### src/rtl/rf_bank.sv
// Parametrised flop-based register file with registered read ports, a flat
// all-register view, direct writes and a valid/ready burst-load engine.
module rf_bank #(
  parameter int unsigned DATA_WIDTH = 16,
  parameter int unsigned NUM_REGS   = 4,
  parameter int unsigned ADDR_WIDTH = 2,
  parameter int unsigned NUM_RD     = 2
) (
  input  logic                           clk,
  input  logic                           resetn,
  input  logic                           wr_en,
  input  logic [ADDR_WIDTH-1:0]          wr_addr,
  input  logic [DATA_WIDTH-1:0]          wr_data,
  output logic                           wr_drop,
  input  logic [NUM_RD*ADDR_WIDTH-1:0]   rd_addr,
  output logic [NUM_RD*DATA_WIDTH-1:0]   rd_data,
  output logic [NUM_REGS*DATA_WIDTH-1:0] rf_flat,
  input  logic                           ld_start,
  input  logic [ADDR_WIDTH-1:0]          ld_base,
  input  logic [ADDR_WIDTH:0]            ld_count,
  input  logic                           ld_valid,
  input  logic [DATA_WIDTH-1:0]          ld_data,
  output logic                           ld_ready,
  output logic                           ld_busy,
  output logic                           ld_done,
  output logic                           ld_err
);

  typedef enum logic [1:0] {S_IDLE, S_LOAD, S_DONE} state_e;

  localparam logic [ADDR_WIDTH:0]   NREGS_C = (ADDR_WIDTH+1)'(NUM_REGS);
  localparam logic [ADDR_WIDTH-1:0] LAST_C  = ADDR_WIDTH'(NUM_REGS - 1);
  localparam logic [ADDR_WIDTH:0]   ONE_C   = (ADDR_WIDTH+1)'(1);

  state_e                                state_q, state_d;
  logic [ADDR_WIDTH-1:0]                 ptr_q, ptr_d;
  logic [ADDR_WIDTH:0]                   rem_q, rem_d;
  logic [NUM_REGS-1:0][DATA_WIDTH-1:0]   regs_q, regs_d;
  logic [NUM_RD-1:0][DATA_WIDTH-1:0]     rd_q, rd_d;
  logic                                  drop_q, drop_d;
  logic                                  err_q, err_d;
  logic                                  beat;

  // NOTE: every always_comb output gets a default first, so no path leaves a
  // variable unassigned and no latch is inferred.
  always_comb begin
    state_d = state_q;
    ptr_d   = ptr_q;
    rem_d   = rem_q;
    err_d   = 1'b0;
    beat    = 1'b0;
    unique case (state_q)
      S_IDLE: begin
        if (ld_start) begin
          if ({1'b0, ld_base} >= NREGS_C || ld_count > NREGS_C) begin
            err_d = 1'b1;
          end else if (ld_count == '0) begin
            state_d = S_DONE;
          end else begin
            state_d = S_LOAD;
            ptr_d   = ld_base;
            rem_d   = ld_count;
          end
        end
      end
      S_LOAD: begin
        if (ld_valid) begin
          beat  = 1'b1;
          ptr_d = (ptr_q == LAST_C) ? '0 : ptr_q + 1'b1;
          rem_d = rem_q - ONE_C;
          if (rem_q == ONE_C) state_d = S_DONE;
        end
      end
      S_DONE:  state_d = S_IDLE;
      default: state_d = S_IDLE;
    endcase
  end

  // A load beat owns the write port that cycle; any direct write is dropped.
  always_comb begin
    regs_d = regs_q;
    drop_d = wr_en && (({1'b0, wr_addr} >= NREGS_C) || beat);
    for (int k = 0; k < NUM_REGS; k++) begin
      if (beat && ptr_q == ADDR_WIDTH'(k)) begin
        regs_d[k] = ld_data;
      end else if (wr_en && !beat && wr_addr == ADDR_WIDTH'(k)) begin
        regs_d[k] = wr_data;
      end
    end
  end

  // Reads sample the next-state array so a same-cycle write is visible.
  always_comb begin
    rd_d = '0;
    for (int i = 0; i < NUM_RD; i++) begin
      for (int k = 0; k < NUM_REGS; k++) begin
        if (rd_addr[i*ADDR_WIDTH +: ADDR_WIDTH] == ADDR_WIDTH'(k)) rd_d[i] = regs_d[k];
      end
    end
  end

  // NOTE: sequential state uses non-blocking assignments only, so every flop
  // samples the pre-edge values regardless of statement order.
  always_ff @(posedge clk) begin
    if (!resetn) begin
      state_q <= S_IDLE;
      ptr_q   <= '0;
      rem_q   <= '0;
      // NOTE: the register array is small and flop-based, and consumers read
      // rf_flat straight after reset, so it is cleared like any other state.
      regs_q  <= '0;
      rd_q    <= '0;
      drop_q  <= 1'b0;
      err_q   <= 1'b0;
    end else begin
      state_q <= state_d;
      ptr_q   <= ptr_d;
      rem_q   <= rem_d;
      regs_q  <= regs_d;
      rd_q    <= rd_d;
      drop_q  <= drop_d;
      err_q   <= err_d;
    end
  end

  assign rf_flat  = regs_q;
  assign rd_data  = rd_q;
  assign wr_drop  = drop_q;
  assign ld_err   = err_q;
  assign ld_ready = (state_q == S_LOAD);
  assign ld_busy  = (state_q != S_IDLE);
  assign ld_done  = (state_q == S_DONE);

endmodule

### config.mk
export PLATFORM = sky130hd
export DESIGN_NAME = rf_bank
export DESIGN_NICKNAME = d
export VERILOG_FILES = /design/src/rtl/rf_bank.sv
export SDC_FILE = /design/constraint.sdc
export NUM_CORES = 1
export LEC_CHECK = 0
export CORE_MARGIN = 2
export CORE_UTILIZATION = 39
export DETAILED_ROUTE_END_ITERATION = 8
export PLACE_DENSITY = 0.65
export SLEW_MARGIN = 20
export SYNTH_ARGS = -nofsm -noshare
export SYNTH_HDL_FRONTEND = slang
export SYNTH_SLANG_ARGS = --single-unit
### constraint.sdc
create_clock -name clk -period 3.3 [get_ports clk]
set_clock_uncertainty 0.05 [all_clocks]
set_input_delay 0.99 -clock clk [delete_from_list [all_inputs] [get_ports clk]]
set_output_delay 0.99 -clock clk [all_outputs]
set_load 0.03 [all_outputs]
* Word-level counts from Yosys, hierarchy flattened
Index checks and enable logic that the tools add are counted.
Storage, ports and cells: output and inout bits 101, input bits 48, register bits 105
Operators by class: add/sub/neg operators 2, magnitude comparators 1, equal/unequal tests 20, mux-type cells 36, reductions and logical operators 22
Operators with widths (count):
- $mux 16 | 16
- $mux 2 | 10
- $eq 2x2->1 const B | 9
- $mux 3 | 4
- $eq 2x1->1 const B | 5
- $logic_and 1x1->1 | 10
- $logic_not 2->1 | 5
- $ne 2x2->1 const B | 4
- $pmux 2 s2 | 2
- $pmux 3 s2 | 1
- $reduce_and 5->1 | 1
- $reduce_and 4->1 | 1
- $reduce_bool 2->1 | 2
- $eq 3x1->1 const B | 1
- $gt 3x3->1 const B | 1
- $logic_not 3->1 | 1
- $mux 1 | 3
- $reduce_and 3->1 | 1
- $sub 3x1->3 const B | 1
- $add 2x1->2 const B | 1
- $ne 2x1->1 const B | 1
- $logic_not 1->1 | 1

* Longest topological paths before layout
Gate-level depths: netlist of the first run.
depth after elaboration 11, mapped depth 8, mapped depth without buffers 7

* Worst setup path after synthesis of the first run
No wires, ideal clock.
path type input-to-reg, from in wr_en, to reg rd_q, in the netlist rd_data[26], data arrival time 2.472 ns, stages on the path 7, path slack 0.644 ns, setup time 0.134 ns, cells stage by stage clkbuf_2 -> nand3_1 -> nor2_4 -> buf_6 -> mux2i_1 -> a211oi_1 -> or4_1
Between the ends: word-level cells in the longest chain between the ends 8
RTL lines:
- start: declaration | line 11 | input logic wr_en,
- $logic_and 1x1->1 (*) | line 86 | end else if (wr_en && !beat && wr_addr == ADDR_WIDTH'(k)) begin
- $logic_and 1x1->1 | line 86
- $mux 16 | line 86
- $mux 16 | line 84 | if (beat && ptr_q == ADDR_WIDTH'(k)) begin
- $mux 16 (3 in a row) | line 97 | if (rd_addr[i*ADDR_WIDTH +: ADDR_WIDTH] == ADDR_WIDTH'(k)) rd_d[i] = regs_d[k];
- $mux 16 (*) | line 97
- end signal: assignment | line 120 | rd_q <= rd_d;
- end: declaration | line 39 | logic [NUM_RD-1:0][DATA_WIDTH-1:0] rd_q, rd_d;
Every way passes the cells marked *; elsewhere a longest branch is shown, timed or not. A chain may end at the register's enable or synchronous reset.

* Worst setup path in the final report of the first run
from reg state_q[0], to out ld_ready
Between the ends: word-level cells in the longest chain between the ends 1
RTL lines:
- start: declaration | line 35 | state_e state_q, state_d;
- start signal: assignment | line 116 | state_q <= state_d;
- $eq 2x1->1 | line 130 | assign ld_ready = (state_q == S_LOAD);
- end: declaration | line 23 | output logic ld_ready,
No other way between the ends.

==> results by group, run 1 <==
Status
  – Status: complete, no violations

Pwr
  – NetSw: a little over 1 mW
  – PwrDens: ~440 nW/um2
  – Seq pwr share: a little over two fifths
  – Int Pwr: ~2.3 mW
  – Sw frac: a little under a third
  – Clock power share: between 30% and 40%
  – Peak VDD IR: 0.2641 mV
  – Static leakage: slightly below 3 nW
  – Combinational share of power: 25.7%

Setup path
  – Crit path required time: about 2.3 ns
  – CP cell instances: nand2b_1 > inv_1 > clkdlybuf4s50_1
  – CP delay by family, top: buffers and inverters
  – WS Path Type: reg -> out
  – Worst Path Buf+Inv: 2
  – Slowest cell on crit path: clkdlybuf4s50_1
  – Crit-path max cell delay: between 0.6 and 0.7 ns
  – Worst Path Arrival: about 2.1 ns
  – Worst setup EP type: output pin
  – CP Launch Type: register
  – Crit path max fanout: 16

GRT
  – First-pass GRT wire length: 30,410 um
  – GRT Resource Usage Total: a little over a quarter
  – Initial antenna violation count: 0
  – Vias in the first global route: between 5k and 6k
  – Largest net degree at the start of global routing: 54
  – GRT overflow: 0

CTS
  – TritonCTS clock tree: built
  – Root Driver: clkbuf_16
  – Hold-fix buffers, CTS: 0
  – Post-CTS Setup Inserts: 0
  – Clk pin slew, worst setup/hold paths: around 0.070 ns
  – CTS buffer count: 9
  – CTS sink count: 105
  – CTS resizes: 0
  – Largest buffer count on any clock path: 2
  – Worst-skew pair later-pin latency: roughly 0.36 ns
  – H-tree depth: 3

Die
  – Starting Density: approximately 40%
  – Die W: ~120 um
  – Die Y: about 120 um
  – Die area: roughly 15,000 um2
  – Area of the core: about 13,000 um2
  – I/O pin count: approximately 150
  – Site Rows: between 40 and 50

STA
  – Worst Tran Pin Value: around 0.74 ns
  – Hold_ws: 0.4547 ns
  – FMAX: about 0.32 GHz
  – # setup viols final: 0
  – Rel. slew slack: 50.11%
  – Fin. Hold Viols: 0
  – Max-slew violation count: 0
  – Final Critical Period: about 3.1 ns
  – Post-route clock period utilization: 94.00%
  – Unrepaired setup endpoints after global routing: false

Place
  – RePlAce Congestion: 0.9076
  – Dpl cell area: between 7000 and 8000 um2
  – PortBufs: between 100 and 150
  – HPWL Detailed: approximately 14,000 um

Synth
  – FFs w/ async S/R, synth: 0%
  – Synth Cell Area: 5331 um2
  – Post-Syn Instances: 597
  – Synth warnings: 0
  – Main synth FF type: dfxtp_1
  – Sequential area share after synthesis: 39.43%
  – Register bit count reported by yosys: roughly 110
  – Syn nets: about 650
  – Number of synthesized flops with an enable pin: 0
  – Post-Syn Area per Cell: approximately 8.9 um2
  – Synth cell types: 58

Routing
  – Via-to-Cell Ratio: 5.926
  – Routed vias: between 5k and 6k
  – Routed wire length: 19,390 um
  – Top layer in use: met4
  – Drt initial violations: between 400 and 500
  – Met3 WL: 1308 um
  – WL met2: about 9000 um
  – Number of remaining DRC errors: 0
  – Routed WL per cell: just over 20 um
  – Post-Route M1 WL: ~8600 um
  – Final ANT Viol Nets: 0
  – DRT Pass-1 Iters: 5

Final layout
  – Filler Cells Inserted: approximately 1.2k
  – Nets@finish: roughly 820
  – Ant. Diodes: 0
  – Finished Cell Area: ~7600 um2
  – Area growth syn-to-layout: 42.20%
  – Share of layout cells above drive strength 1: between 10% and 20%
  – Most frequent cells in the layout: 148 x clkdlybuf4s50_1, 105 x dfxtp_1, 72 x nor2_1, 72 x a211oi_1, 58 x buf_4
  – Most common cell after layout, fill and taps aside: clkdlybuf4s50_1

Flow run
  – Max Cap Viol: 0

Min path
  – Hold Crit Class: reg -> reg
[power groups by stage]
stage,logic [mW],registers (mW),clock network [mW]
floorplan,0.314,1.56,0
global placement,0.834,1.43,0
detailed placement,0.840,1.43,0
CTS,0.843,1.40,1.07
global route,0.903,1.41,1.11
finish,0.849,1.40,1.05
[cell families after synthesis]
family | count (synthesis) | share of synthesized area (%)
and+or+nand+nor | 174 | 16.85
muxes | 55 | 10.58
buffers and inverters | 56 | 4.741
AOI/OAI and AO/OA | 201 | 26.99
adders and majority gates | 6 | 1.408
DFF | 105 | 39.43
[worst reg2reg max path, stage by stage (launching register included)]
cell and delay (ns):
dfxtp_1 0.58, and3b_1 0.34, nor2_4 0.30, buf_4 0.28, mux2i_1 0.37, a22oi_1 0.11
and3_1 0.20
[final timing paths]
kind         startpoint     endpoint  slack (ns)  cells past startpoint
max reg2reg  state_q[1]  rd_data[21]        0.97                      6
max          state_q[0]     ld_ready        0.20                      3
min            rem_q[1]     rem_q[1]        0.45                      2
min reg2reg    rem_q[1]     rem_q[1]        0.45                      2
[synth_stat cells, types with 6 or more instances]
cell type | count | area, um2
ha_1 | 6 | 75.07
mux2i_1 | 53 | 530.5
a22oi_1 | 35 | 262.8
nand3_1 | 8 | 40.04
o21ai_0 | 25 | 125.1
a31oi_1 | 11 | 68.82
o2111a_1 | 9 | 101.4
nand2_1 | 27 | 101.4
nor2_1 | 72 | 270.3
a211oi_1 | 72 | 540.5
buf_2 | 6 | 30.03
clkbuf_1 | 27 | 101.4
and2_1 | 6 | 37.54
dfxtp_1 | 105 | 2102
and3_1 | 11 | 68.82
buf_1 | 7 | 26.28
inv_1 | 10 | 37.54
a22o_1 | 8 | 70.07
a21oi_1 | 24 | 120.1
nor3_1 | 8 | 40.04
[sequential cells by signal (all words and copies together), names as in the netlist]
signal / flops
wr_drop: 1
ptr_q: 2
rem_q: 3
state_q: 2
rf_flat: 64
ld_err: 1
rd_data: 32
[through the flow]
step	std cells	TNS [ns]	utilization [%]	setup slack, ns	power (mW)
finish	951	0	57.02	0.1980	3.303
detailed placement	935	-0.009568	54.89	-0.009568	2.268
CTS	951	0	57.02	0.1825	3.310
global route	951	0	57.02	0.05838	3.423
global placement	935	0	54.89	0.05608	2.260
floorplan	597	0	-	0.6440	1.878
[per-layer routing]
metal	GRT usage [%]	up-vias
met4	11.63	0
met2	42.24	279
met3	3.994	37
li1	-	2619
met5	0	-
met1	35.89	2701
[final cells by class]
class                   count  area (um2)  area share, %
clock buffers              13       260.3          3.433
multi-input cells         436        2982          39.33
repair buffers            208        1957          25.81
flip-flops and latches    105        2102          27.73
well taps                 176       220.2          2.905
inverters                  10       37.54         0.4951
clock inverters             3       22.52         0.2971
Note: power is estimated with default switching activity, not from simulation.
==> run 2: changes to the inputs <==
--- a/config.mk
+++ b/config.mk
@@ -8,6 +8,7 @@
 export CORE_MARGIN = 2
 export CORE_UTILIZATION = 39
 export DETAILED_ROUTE_END_ITERATION = 8
+export HOLD_SLACK_MARGIN = 0.12
 export PLACE_DENSITY = 0.65
 export SLEW_MARGIN = 20
 export SYNTH_ARGS = -nofsm -noshare
==> results of run 2 <==
Final layout, timing and power as in run 1 (identical DEF).
